## config.mk

```make
export PLATFORM = sky130hd
export DESIGN_NAME = mm_cache_ctrl_flat
export DESIGN_NICKNAME = d
export VERILOG_FILES = /design/src/rtl/mm_cache_ctrl_if.sv /design/src/rtl/mm_cache_ctrl.sv /design/src/flat_wrapper.sv
export SDC_FILE = /design/constraint.sdc
export NUM_CORES = 1
export LEC_CHECK = 0
export ABC_AREA = 1
export CAP_MARGIN = 20
export CORE_ASPECT_RATIO = 0.8
export CORE_MARGIN = 3
export CORE_UTILIZATION = 40
export DETAILED_ROUTE_END_ITERATION = 8
export GPL_TIMING_DRIVEN = 0
export PLACE_DENSITY = 0.65
export REMOVE_ABC_BUFFERS = 1
export SLEW_MARGIN = 10
export SYNTH_ARGS = -nofsm -noshare
export SYNTH_HDL_FRONTEND = slang
export SYNTH_SLANG_ARGS = --single-unit
```

## constraint.sdc

```tcl
create_clock -name clk -period 5 [get_ports clk]
set_input_delay 1.5 -clock clk [delete_from_list [all_inputs] [get_ports clk]]
set_output_delay 1.5 -clock clk [all_outputs]
set_load 0.02 [all_outputs]
```

## src/rtl/mm_cache_ctrl_if.sv

```systemverilog
// mm_cache_ctrl_if: CPU load/store port and main-memory bus of the cache controller
interface mm_cache_ctrl_if;
  logic       cpu_req;
  logic       cpu_we;
  logic [7:0] cpu_addr;
  logic [7:0] cpu_wdata;
  logic [7:0] cpu_rdata;
  logic       cpu_ready;
  logic       cpu_busy;
  logic       MMRead;
  logic       MMWrite;
  logic [7:0] ABUS;
  logic [7:0] CachetoMem;
  logic [7:0] MemtoCache;
  logic [7:0] OldTag;
  logic       CacheSwap;
  logic [7:0] hit_cnt;
  logic [7:0] miss_cnt;
  modport master(
    input  cpu_req, cpu_we, cpu_addr, cpu_wdata, MemtoCache,
    output cpu_rdata, cpu_ready, cpu_busy, MMRead, MMWrite, ABUS, CachetoMem, OldTag, CacheSwap,
           hit_cnt, miss_cnt
  );
  modport slave(
    output cpu_req, cpu_we, cpu_addr, cpu_wdata, MemtoCache,
    input  cpu_rdata, cpu_ready, cpu_busy, MMRead, MMWrite, ABUS, CachetoMem, OldTag, CacheSwap,
           hit_cnt, miss_cnt
  );
endinterface

```

## src/rtl/mm_cache_ctrl.sv

```systemverilog
// mm_cache_ctrl: direct-mapped write-back write-allocate cache controller with one byte per line
module mm_cache_ctrl #(
  parameter int IDX_W    = 2,
  parameter int MEM_WAIT = 2
) (
  input logic            clk,
  input logic            reset,
  mm_cache_ctrl_if.master bus
);
  localparam int LINES = 1 << IDX_W;
  localparam int TAG_W = 8 - IDX_W;
  localparam int CW    = $clog2(MEM_WAIT + 1);
  typedef enum logic [1:0] {IDLE, WB, FILL, RESP} state_t;
  state_t           state;
  logic [7:0]       data [LINES];
  logic [TAG_W-1:0] tag  [LINES];
  logic [LINES-1:0] valid;
  logic [LINES-1:0] dirty;
  logic [7:0]       addr;
  logic [7:0]       wdata;
  logic             we;
  logic [CW-1:0]    cnt;
  logic [IDX_W-1:0] ridx;
  logic [IDX_W-1:0] lidx;
  logic             hit;
  logic             last;
  assign ridx = bus.cpu_addr[IDX_W-1:0];
  assign lidx = addr[IDX_W-1:0];
  // Lookup of the incoming request and end of the current memory window
  always_comb begin
    hit  = valid[ridx] && tag[ridx] == bus.cpu_addr[7:IDX_W];
    last = cnt == CW'(MEM_WAIT - 1);
  end
  // Controller FSM, line storage and registered outputs
  always_ff @(posedge clk) begin
    if (reset) begin
      state          <= IDLE;
      valid          <= '0;
      dirty          <= '0;
      addr           <= '0;
      wdata          <= '0;
      we             <= 1'b0;
      cnt            <= '0;
      bus.cpu_rdata  <= '0;
      bus.cpu_ready  <= 1'b0;
      bus.cpu_busy   <= 1'b0;
      bus.MMRead     <= 1'b0;
      bus.MMWrite    <= 1'b0;
      bus.ABUS       <= '0;
      bus.CachetoMem <= '0;
      bus.OldTag     <= '0;
      bus.CacheSwap  <= 1'b0;
      bus.hit_cnt    <= '0;
      bus.miss_cnt   <= '0;
      for (int i = 0; i < LINES; i++) begin
        data[i] <= '0;
        tag[i]  <= '0;
      end
    end else begin
      bus.cpu_ready <= 1'b0;
      case (state)
        IDLE: if (bus.cpu_req) begin
          addr  <= bus.cpu_addr;
          we    <= bus.cpu_we;
          wdata <= bus.cpu_wdata;
          cnt   <= '0;
          if (hit) begin
            bus.cpu_ready <= 1'b1;
            bus.cpu_rdata <= bus.cpu_we ? bus.cpu_wdata : data[ridx];
            bus.hit_cnt   <= bus.hit_cnt + {7'd0, bus.hit_cnt != 8'hFF};
            if (bus.cpu_we) begin
              data[ridx]  <= bus.cpu_wdata;
              dirty[ridx] <= 1'b1;
            end
          end else begin
            bus.miss_cnt <= bus.miss_cnt + {7'd0, bus.miss_cnt != 8'hFF};
            bus.cpu_busy <= 1'b1;
            bus.ABUS     <= bus.cpu_addr;
            if (valid[ridx] && dirty[ridx]) begin
              state          <= WB;
              bus.MMWrite    <= 1'b1;
              bus.CacheSwap  <= 1'b1;
              bus.OldTag     <= {tag[ridx], ridx};
              bus.CachetoMem <= data[ridx];
            end else begin
              state      <= FILL;
              bus.MMRead <= 1'b1;
            end
          end
        end
        WB: begin
          cnt <= last ? '0 : cnt + CW'(1);
          if (last) begin
            state         <= FILL;
            bus.MMWrite   <= 1'b0;
            bus.CacheSwap <= 1'b0;
            bus.MMRead    <= 1'b1;
          end
        end
        FILL: begin
          cnt <= last ? '0 : cnt + CW'(1);
          if (last) begin
            state         <= RESP;
            bus.MMRead    <= 1'b0;
            data[lidx]    <= we ? wdata : bus.MemtoCache;
            tag[lidx]     <= addr[7:IDX_W];
            valid[lidx]   <= 1'b1;
            dirty[lidx]   <= we;
            bus.cpu_ready <= 1'b1;
            bus.cpu_rdata <= we ? wdata : bus.MemtoCache;
          end
        end
        default: begin
          state        <= IDLE;
          bus.cpu_busy <= 1'b0;
        end
      endcase
    end
  end
endmodule
```

## src/flat_wrapper.sv

```systemverilog
// flat-port wrapper written by rule: the top's interface ports become plain ports
module mm_cache_ctrl_flat 
#(
  parameter int IDX_W    = 2,
  parameter int MEM_WAIT = 2
)
  (clk, reset, bus_cpu_req, bus_cpu_we, bus_cpu_addr, bus_cpu_wdata, bus_MemtoCache, bus_cpu_rdata, bus_cpu_ready, bus_cpu_busy, bus_MMRead, bus_MMWrite, bus_ABUS, bus_CachetoMem, bus_OldTag, bus_CacheSwap, bus_hit_cnt, bus_miss_cnt);
  mm_cache_ctrl_if bus_i ();
  input logic clk;
  input logic reset;
  input wire logic [$bits(bus_i.cpu_req)-1:0] bus_cpu_req;
  input wire logic [$bits(bus_i.cpu_we)-1:0] bus_cpu_we;
  input wire logic [$bits(bus_i.cpu_addr)-1:0] bus_cpu_addr;
  input wire logic [$bits(bus_i.cpu_wdata)-1:0] bus_cpu_wdata;
  input wire logic [$bits(bus_i.MemtoCache)-1:0] bus_MemtoCache;
  output wire logic [$bits(bus_i.cpu_rdata)-1:0] bus_cpu_rdata;
  output wire logic [$bits(bus_i.cpu_ready)-1:0] bus_cpu_ready;
  output wire logic [$bits(bus_i.cpu_busy)-1:0] bus_cpu_busy;
  output wire logic [$bits(bus_i.MMRead)-1:0] bus_MMRead;
  output wire logic [$bits(bus_i.MMWrite)-1:0] bus_MMWrite;
  output wire logic [$bits(bus_i.ABUS)-1:0] bus_ABUS;
  output wire logic [$bits(bus_i.CachetoMem)-1:0] bus_CachetoMem;
  output wire logic [$bits(bus_i.OldTag)-1:0] bus_OldTag;
  output wire logic [$bits(bus_i.CacheSwap)-1:0] bus_CacheSwap;
  output wire logic [$bits(bus_i.hit_cnt)-1:0] bus_hit_cnt;
  output wire logic [$bits(bus_i.miss_cnt)-1:0] bus_miss_cnt;
  assign bus_i.cpu_req = bus_cpu_req;
  assign bus_i.cpu_we = bus_cpu_we;
  assign bus_i.cpu_addr = bus_cpu_addr;
  assign bus_i.cpu_wdata = bus_cpu_wdata;
  assign bus_i.MemtoCache = bus_MemtoCache;
  assign bus_cpu_rdata = bus_i.cpu_rdata;
  assign bus_cpu_ready = bus_i.cpu_ready;
  assign bus_cpu_busy = bus_i.cpu_busy;
  assign bus_MMRead = bus_i.MMRead;
  assign bus_MMWrite = bus_i.MMWrite;
  assign bus_ABUS = bus_i.ABUS;
  assign bus_CachetoMem = bus_i.CachetoMem;
  assign bus_OldTag = bus_i.OldTag;
  assign bus_CacheSwap = bus_i.CacheSwap;
  assign bus_hit_cnt = bus_i.hit_cnt;
  assign bus_miss_cnt = bus_i.miss_cnt;
  mm_cache_ctrl #(.IDX_W(IDX_W), .MEM_WAIT(MEM_WAIT)) u_core (.clk(clk), .reset(reset), .bus(bus_i));
endmodule
```

==> Word level (Yosys, flattened, before mapping) <==
Memories as Yosys holds them, arrays and structs flattened.
Index checks and enable logic that the tools add are counted.
{ "totals": {"regBits": 81, "out_inout_bits": 53, "n_memories": 2, "elab_cells": 135, "in_bits": 28, "ramBits": 56} }
{ "mem_list": {"columns": ["memory", "depth", "word_bits", "read_ports", "rd_ports_with_merged_regs", "write_ports", "line", "rtl"], "rows": [
  ["u_core.data", 4, 8, 1, 0, 4, "mm_cache_ctrl.sv:15", "logic [7:0] data [LINES];"],
  ["u_core.tag", 4, 6, 1, 0, 4, "mm_cache_ctrl.sv:16", "logic [TAG_W-1:0] tag [LINES];"]
]} }
{ "op_classes": {"magnitude_cmp": 4, "bitwise_logic": 4, "addsub": 3, "muxes": 66, "n_eq_ne": 14, "reduce_logical": 25} }
{ "ops": {"columns": ["op", "count"], "rows": [
  ["8-bit two-way mux", 7],
  ["1-bit two-way mux", 31],
  ["2-bit two-way mux", 10],
  ["8-bit by 1-bit adder with 8-bit output", 2],
  ["4-bit two-way mux", 4],
  ["8-bit != test, second input constant", 2],
  ["8-bit case mux with 2 select lines", 1],
  ["8-bit OR reduction", 2],
  ["4-bit AND reduction", 3],
  ["5-bit AND reduction", 2],
  ["3-bit AND reduction", 3],
  ["2-bit by 1-bit != test with 1-bit output, second input constant", 4],
  ["2-bit != test, second input constant", 4],
  ["4-bit OR", 2],
  ["4-bit case mux with 2 select lines", 1],
  ["6-bit == test", 1],
  ["2-bit by 3-bit less-than comparator with 1-bit output, second input constant", 2],
  ["6-bit two-way mux", 1],
  ["1-bit case mux with 2 select lines", 3],
  ["2-bit case mux with 3 select lines", 1],
  ["2-bit AND reduction", 3],
  ["6-bit AND reduction", 1],
  ["2-bit nonzero test", 3],
  ["6-bit OR reduction", 1],
  ["other kinds (14)", 22]
]} }

==> Logic depth before layout (Yosys ltp) <==
Gate-level depths: netlist (run 1).
{ "logic_depth": {"word_depth": 11, "ltp_mapped": 18, "mapped_depth_nobuf": 16} }

==> Worst setup path before layout (run 1) <==
Ideal clock, no wire load.
{ "synth_path": {"kind": "input port to flip-flop", "startpoint": "input port bus_cpu_we", "endpoint": "memory u_core.data[3][0] (enable)", "n_path_buf": 2, "cell_stages": 8, "t_required_ns": 4.630, "arrival_time_ns": 3.042, "setup_slack_ns": 1.588, "setup_ns": 0.370, "cell_sequence": "buf_2 > clkinv_1 > nor2_1 > buf_1 > inv_1 > o21ai_0 > nand2_1 > nor2_1"} }
{ "synth_rtl": {"columns": ["element", "line", "rtl"], "rows": [
  ["from (decl)", "flat_wrapper.sv:12", "input wire logic [$bits(bus_i.cpu_we)-1:0] bus_cpu_we;"],
  ["to (decl)", "mm_cache_ctrl.sv:15", null]
]} }

==> results.txt, run 1 <==
----------------------------------------------------
[Final layout]
  Share of post-route cells with drive strength above 1 ... 8.51%
  Utilization after layout ... 50.9%
  Diode count ... 0
  Nets ... 952
  Fill cell total of the finished layout ... 1,574
  Layout-stage area growth over the synthesis result ... 22.7%

[Global routing]
  All-layer global routing usage ... 20.0%
  First-pass GRT wire length ... 27,900 um
  Initial antenna violation count ... 0
  Maximum number of pins on one net before global-route repair ... 58
  Overflow left after global routing ... 0
  Vias in the first global route ... 5,296

[Worst setup path]
  Arrival time at the worst endpoint ... 4.85 ns
  Critical path class ... input pin to flip-flop
  Startpoint type of the worst setup path ... input pin
  Worst setup EP type ... flip-flop
  Depth of the most critical reg-to-reg path ... 12
  First element of the critical path ... bus_cpu_addr[1]
  Worst endpoint required time ... 5.07 ns
  R2r startpoint ... u_core.state[1]
  Highest fanout seen on the critical path ... 12
  Reg-to-Reg End ... u_core.data[2][4]
  CP endpoint ... u_core.data[2][4]
  Internal reg-to-reg setup slack ... 0.82 ns

[STA]
  Clock skew ... 0.00921 ns
  Endpoints failing setup ... 0
  Rel. slew slack ... 29.6%
  Time the worst path needs with I/O delays and setup ... 4.78 ns
  Achievable clock frequency ... 209 MHz
  Final number of hold-violating endpoints ... 0
  Slew at the pin closest to its max-slew limit ... 1.05 ns
  Crit share post-route ... 95.7%
  Unrepaired setup endpoints after global routing ... false
  Final count of pins violating max slew ... 0

[Floorplan]
  Die extent in x ... 150 um
  Standard-cell rows ... 41
  Number of top-level design ports ... 81
  Height of the die ... 121 um
  CORE AREA ... 0.0161 mm2
  Die Area ... 0.0182 mm2
  Initial Utilization ... 41.5%

[Placement]
  Gpl congestion ... 0.836
  Port Buf Inserts ... 80
  DPL Wire Length ... 11,900 um

[Detailed routing]
  Number of antenna-violating nets in the routed design ... 0
  Overall routed net length ... 17,600 um
  Average via count per standard cell ... 5.01
  Number of DRC markers after the initial detailed-route iteration ... 478
  Routed length per placed instance ... 15.4 um
  Number of search-and-repair iterations in the first detailed-routing pass ... 5
  Detailed-route DRC error count ... 0
  Vias after detailed routing ... 5,732

[Synthesis]
  Avg Cell Area, Syn ... 7.85 um2
  Number of synthesized register bits ... 137
  Cell Area, Synth ... 0.00666 mm2
  Sequential share of the synthesized area ... 49.6%
  Synth async-reset ratio ... 0%
  Post-synth top area share ... 25.2%
  Post-synthesis cell type with the largest combined area ... edfxtp_1
  Synth top area cells ... edfxtp_1 (25%), dfxtp_1 (24%), nand2_1 (13%)
  Yosys warns ... 0
  Count of distinct cell types in the synthesized netlist ... 40
  Most used DFF post-synth ... dfxtp_1
  Gate count after technology mapping ... 849
  Post-synth EDFFs ... 56

[Flow run]
  MaxCap Viol Count ... 0

[Power]
  Leakage power figure ... 3.39 nW
  Largest voltage drop on the vdd net ... 0.278 mV
  Power, Total ... 3.71 mW
  Power per cell area ... 454 mW/mm2

[Clock network]
  Num CTS Buffers ... 17
  Clock tree from TritonCTS ... done
  Clock transition at the registers of the reported paths ... 0.06 ns
  Largest buffer count on any clock path ... 2
  H-Tree Level Count ... 4
  Later-pin clock latency in the skew report ... 0.43 ns
  Post-CTS Hold Fix Bufs ... 0
  Postcts setup bufs ... 0
  Master cell of the clock root buffer ... clkbuf_16
  CTS sink cnt ... 137

[Outcome]
  Status ... finished, final reports clean

[Min path]
  Type of the worst min-delay path ... flip-flop to flip-flop

----------------------------------------------------
## flip-flops by register name (all words and copies together), names as in the netlist
signal / cells
u_core.addr: 8
u_core.bus.cpu_rdata: 8
u_core.bus.CachetoMem: 8
u_core.state: 2
u_core.bus.OldTag: 8
u_core.bus.ABUS: 8
u_core.cnt: 2
u_core.bus.cpu_ready: 1
u_core.data: 32
u_core.tag: 24
u_core.bus.MMRead: 1
u_core.we: 1
u_core.wdata: 8
u_core.bus.miss_cnt: 8
u_core.bus.MMWrite: 1
u_core.valid: 4
u_core.dirty: 4
u_core.bus.cpu_busy: 1
u_core.bus.hit_cnt: 8
## critical path: stages
cell             delay [ns]
clkdlybuf4s50_1        0.88
inv_1                  0.45
nor2_4                 0.42
a21oi_2                0.13
nand2_2                0.10
nand2_1                0.05
nand2_1                0.10
nand3_2                0.13
nor2_8                 0.25
nand4_4                0.13
nand2_2                0.19
nand2_4                0.13
nand2_1                0.38
## cells in the final DEF (no fill, tap or decap), types with 22 or more instances in the layout
cell and n:
nand2_1 236, dfxtp_1 81, edfxtp_1 56, a21oi_1 29, o21ai_0 57, nand4_1 22, inv_1 64, nor2_1 156
clkdlybuf4s50_1 78, nand3_1 24
## through the flow
step	setup TNS, ns	setup slack, ns	instances	hold WS, ns	area (um2)
after floorplan	0	1.26	814	0.409	6450
after global placement	-147.98	-2.08	1109	0.421	7520
after detailed placement	-32.83	-0.780	1110	0.419	7540
after CTS	0	0.0790	1142	0.430	8150
after global routing	0	0.0767	1143	0.446	8180
final	0	0.217	1143	0.429	8180
## cell type report
type / count / area, um2 / share of cell area [%]
clock buffer: 17 / 425 / 5.20
clock inverter: 15 / 176 / 2.16
tap: 215 / 269 / 3.29
inverter: 74 / 282 / 3.44
timing repair buffer: 82 / 833 / 10.2
multi-input combinational: 603 / 2890 / 35.3
sequential: 137 / 3300 / 40.4
## power breakdown
group          switching, mW  internal [mW]
logic                  0.673          0.338
registers             0.0920           1.32
clock network          0.500          0.784
## Yosys cell counts, types with 5 or more instances
cell type	n
clkbuf_1	12
nor2_1	159
ha_1	9
a22oi_1	11
xnor2_1	5
nand2_2	13
a21oi_1	29
edfxtp_1	56
buf_2	8
buf_6	5
nand3_1	24
inv_1	64
buf_4	5
nand2_1	236
a211oi_2	6
o21ai_0	57
nand4_1	22
dfxtp_1	81
inv_2	5
## per-layer routing
metal  track usage, %  vias up  routed length, um
met3             5.71       22               1350
met2             28.3      199               7270
met5                0        -                  0
met1             29.3     2619               8730
li1                 -     2892                  -
met4             6.00        0                246
## worst min path at each step
| stage | startpoint | to | slack (ns) | depth (start not counted) |
|---|---|---|---|---|
| floorplan | u_core.cnt[1] | u_core.cnt[1] | 0.41 | 2 |
| global placement | u_core.cnt[1] | u_core.cnt[1] | 0.42 | 2 |
| detailed placement | u_core.cnt[1] | u_core.cnt[1] | 0.42 | 2 |
| CTS | u_core.cnt[1] | u_core.cnt[1] | 0.43 | 2 |
| global route | u_core.cnt[1] | u_core.cnt[1] | 0.45 | 2 |
| finish | u_core.cnt[1] | u_core.cnt[1] | 0.43 | 2 |
## kinds of logic (layout without fill, tap and decap cells)
family                     after synthesis  in the layout  share of synthesized area (%)
DFF                                    137            137                           49.6
buffers and inverters                  109            188                           7.34
and+or+nand+nor                        475            475                           30.6
AOI/OAI and AO/OA                      110            110                           9.56
xor gates and xnor gates                 9              9                           1.18
adders and majority gates                9              9                           1.69
## what timing repair did
action,CTS,global route
endpoints found under the setup margin,32,32
gates resized for setup,3,3
endpoints found under the hold margin,0,0
No activity file was read; power rests on OpenSTA's default activity.
==> run 2, diff against run 1 <==
--- a/config.mk
+++ b/config.mk
@@ -5,7 +5,6 @@
 export SDC_FILE = /design/constraint.sdc
 export NUM_CORES = 1
 export LEC_CHECK = 0
-export ABC_AREA = 1
 export CAP_MARGIN = 20
 export CORE_ASPECT_RATIO = 0.8
 export CORE_MARGIN = 3
==> results.txt, run 2 <==
----------------------------------------------------
[Outcome]
  Status ... finished, final reports clean

[Detailed routing]
  Average via count per standard cell ... 5.65 (+13%)
  Routed length on met2 ... 8380 um (+15%)
  Number of DRC markers after the initial detailed-route iteration ... 443 (-7.3%)
  Top Metal Used ... met4
  Number of antenna-violating nets in the routed design ... 0 (unchanged)
  Routed length on met1 ... 7830 um (-10%)
  Detailed-route DRC error count ... 0 (unchanged)
  Vias after detailed routing ... 5,633 (-1.7%)
  Routed length per placed instance ... 18.2 um (+18%)
  Overall routed net length ... 18,100 um (+2.8%)
  Number of search-and-repair iterations in the first detailed-routing pass ... 6 (+1)
  DR WL met3 ... 1550 um (+15%)

[Flow run]
  MaxCap Viol Count ... 0 (unchanged)

[STA]
  Unrepaired setup endpoints after global routing ... false
  Rel. slew slack ... 24.4% (-5.2 points)
  Slew at the pin closest to its max-slew limit ... 1.13 ns (+0.0818 ns)
  Time the worst path needs with I/O delays and setup ... 4.61 ns (-0.178 ns)
  Achievable clock frequency ... 217 MHz (+3.9%)
  Crit share post-route ... 92.1% (-3.6 points)
  Total negative setup slack ... 0 ns (unchanged)
  Clock skew ... 0.0121 ns (+0.00291 ns)
  Worst setup slack after layout ... 0.394 ns (+0.178 ns)
  Final count of pins violating max slew ... 0 (unchanged)
  Tightest hold margin ... 0.455 ns (+0.0256 ns)
  Final number of hold-violating endpoints ... 0 (unchanged)
  Endpoints failing setup ... 0 (unchanged)

[Power]
  Power per cell area ... 400 mW/mm2 (-12%)
  Largest voltage drop on the vdd net ... 0.327 mV (+18%)
  Leakage power figure ... 2.88 nW (-15%)
  Power, Total ... 3.28 mW (-12%)

[Global routing]
  Maximum number of pins on one net before global-route repair ... 63 (+8.6%)
  Overflow left after global routing ... 0 (unchanged)
  Initial antenna violation count ... 0 (unchanged)
  All-layer global routing usage ... 20.1% (+0.18 points)
  Vias in the first global route ... 5,352 (+1.1%)
  First-pass GRT wire length ... 28,200 um (+0.91%)

[Placement]
  Gpl congestion ... 0.852 (+1.9%)
  Placed Cells incl. Taps ... 963 (-13%)
  Instance area at placement ... 0.00761 mm2 (+0.90%)
  Setup Slack @ Placement ... 0.00942 ns (+0.789 ns)
  DPL Wire Length ... 12,200 um (+2.8%)
  Port Buf Inserts ... 80 (unchanged)

[Final layout]
  Diode count ... 0 (unchanged)
  Flip-flop and latch area ... 0.00330 mm2 (unchanged)
  Nets ... 806 (-15%)
  Cell area after layout ... 0.00820 mm2 (+0.31%)
  Area occupied by multi-input gates ... 0.00307 mm2 (+6.2%)
  Share of post-route cells with drive strength above 1 ... 9.85% (+1.3 points)
  Commonest cells after routing, fill and taps aside ... nand2_1 (119), a21oi_1 (96), dfxtp_1 (81)
  Fill cell total of the finished layout ... 1,433 (-9.0%)
  Final standard cell count with taps included and fillers excluded ... 997 (-13%)
  Layout-stage area growth over the synthesis result ... 24.3%
  Register name with the most flops ... u_core.data
  Largest registers ... u_core.data x32, u_core.tag x24
  Utilization after layout ... 51.4% (+0.48 points)
  Most common cell after layout, fill and taps aside ... nand2_1
  Flip-flop count of the largest register after layout ... 32 (unchanged)

[Min path]
  Type of the worst min-delay path ... flip-flop to flip-flop
  Hold depth ... 2 (unchanged)

[Floorplan]
  Number of top-level design ports ... 81 (unchanged)
  CORE AREA ... 0.0160 mm2 (-0.64%)
  Initial Utilization ... 41.3% (-0.15 points)
  Die extent in x ... 150 um (-0.48%)
  Die Area ... 0.0181 mm2 (-0.95%)
  Standard-cell rows ... 41 (unchanged)
  Height of the die ... 121 um (-0.47%)

[Synthesis]
  Synth async-reset ratio ... 0% (unchanged)
  Gate count after technology mapping ... 705 (-17%)
  Synth top area cells ... edfxtp_1 (25%), dfxtp_1 (25%), a21oi_1 (7.3%)
  Most frequent cell after synthesis ... nand2_1
  Avg Cell Area, Syn ... 9.35 um2 (+19%)
  Number of synthesized register bits ... 137 (unchanged)
  Post-synthesis cell type with the largest combined area ... edfxtp_1
  Cell Area, Synth ... 0.00660 mm2 (-1.0%)
  Post-synth top area share ... 25.5% (+0.25 points)
  Most used standard cells in the synthesized netlist ... nand2_1 (119), a21oi_1 (96), dfxtp_1 (81), edfxtp_1 (56), nor2_1 (55)
  Yosys warns ... 0 (unchanged)
  Sequential share of the synthesized area ... 50.1% (+0.50 points)
  Most used DFF post-synth ... dfxtp_1
  Post-synth EDFFs ... 56 (unchanged)
  Count of distinct cell types in the synthesized netlist ... 52 (+30%)

[Worst setup path]
  Critical path cell sequence ... buf_2, mux2i_1, xor2_1, o2111ai_1, nor3_1, nand4_1, a22oi_1
  Worst endpoint required time ... 5.04 ns (-0.03 ns)
  Worst setup EP type ... flip-flop
  Highest fanout seen on the critical path ... 29 (+17)
  Biggest cell delay along the critical path ... 0.89 ns (about the same)
  Crit-path slowest cell ... a22oi_1
  Depth of the most critical reg-to-reg path ... 8 (-4)
  Arrival time at the worst endpoint ... 4.64 ns (-0.21 ns)
  Startpoint type of the worst setup path ... input pin
  Critical path class ... input pin to flip-flop

[Clock network]
  Num CTS Buffers ... 17 (unchanged)
  Gates resized, CTS repair ... 0 (-3)
  Later-pin clock latency in the skew report ... 0.43 ns (about the same)
  CTS sink cnt ... 137 (unchanged)
  Postcts setup bufs ... 0 (unchanged)
  Clock tree from TritonCTS ... done
  Clock transition at the registers of the reported paths ... 0.06 ns (about the same)
  Largest buffer count on any clock path ... 2 (unchanged)
  Master cell of the clock root buffer ... clkbuf_16
  H-Tree Level Count ... 4 (unchanged)
  Post-CTS Hold Fix Bufs ... 0 (unchanged)

----------------------------------------------------
run 2: cell count changes in the layout (fill, tap and decap cells not counted), moves of 8 or more:
cell,before,now
or3_1,0,20
inv_1,64,18
a21oi_1,29,96
nand2_2,13,0
nor2_1,156,54
nand2_1,236,119
a22oi_1,11,2
mux2_2,0,8
nand4_1,22,9
mux4_2,0,14
mux2i_1,0,20
run 2: cell families (layout without fill, tap and decap cells):
group                    count (synthesis)  in the layout  synth area share [%]
AND/OR/NAND/NOR                        260            260                  17.9
adder cells (fa/ha/maj)                  9              9                  1.71
multiplexers                            43             43                  9.35
flip-flops                             137            137                  50.1
AO/OA/AOI/OAI                          189            189                  16.2
XOR/XNOR                                 4              4                 0.873
buffers and inverters                   63            140                  3.91
run 2: cell type report:
cell class	count	share of cell area (%)
Clock inverter	5	0.336
Sequential cell	137	40.3
Clock buffer	27	6.79
Tap cell	215	3.28
Inverter	19	0.870
Multi-Input combinational cell	505	37.4
Timing Repair Buffer	89	11.1
run 2: metal layers:
layer / vias up / global-route usage [%]
li1: 2668 / -
met1: 2721 / 26.7
met2: 217 / 31.3
met3: 27 / 5.27
met4: 0 / 8.58
met5: - / 0
run 2: worst max-delay path, delay by kind of cell:
family                    cells  cell delay, ns
AOI/OAI and AO/OA             2            1.20
xor gates and xnor gates      1            0.27
buffers and inverters         1            0.58
muxes                         1            0.40
and+or+nand+nor               2            0.68
run 2: power by group:
| group | internal [mW] | switching, mW |
|---|---|---|
| registers | 1.26 | 0.0594 |
| clock network | 0.761 | 0.461 |
| logic | 0.266 | 0.474 |
| total | 2.29 | 0.993 |
run 2: path summary, 6_finish.rpt:
check	start	end	slack (ns)
worst min-delay path	u_core.bus.ABUS[2]	u_core.bus.ABUS[2]	0.45
worst min register to register	u_core.bus.ABUS[2]	u_core.bus.ABUS[2]	0.45
worst max-delay path	bus_cpu_addr[1]	u_core.data[3][3]	0.39
worst max register to register	u_core.state[0]	u_core.data[0][3]	0.87
==> run 3, diff against run 2 <==
--- a/config.mk
+++ b/config.mk
@@ -13,6 +13,7 @@
 export GPL_TIMING_DRIVEN = 0
 export PLACE_DENSITY = 0.65
 export REMOVE_ABC_BUFFERS = 1
+export SKIP_LAST_GASP = 1
 export SLEW_MARGIN = 10
 export SYNTH_ARGS = -nofsm -noshare
 export SYNTH_HDL_FRONTEND = slang
==> results of run 3 <==
The final DEF is identical to that of run 2; final timing and power are the same.
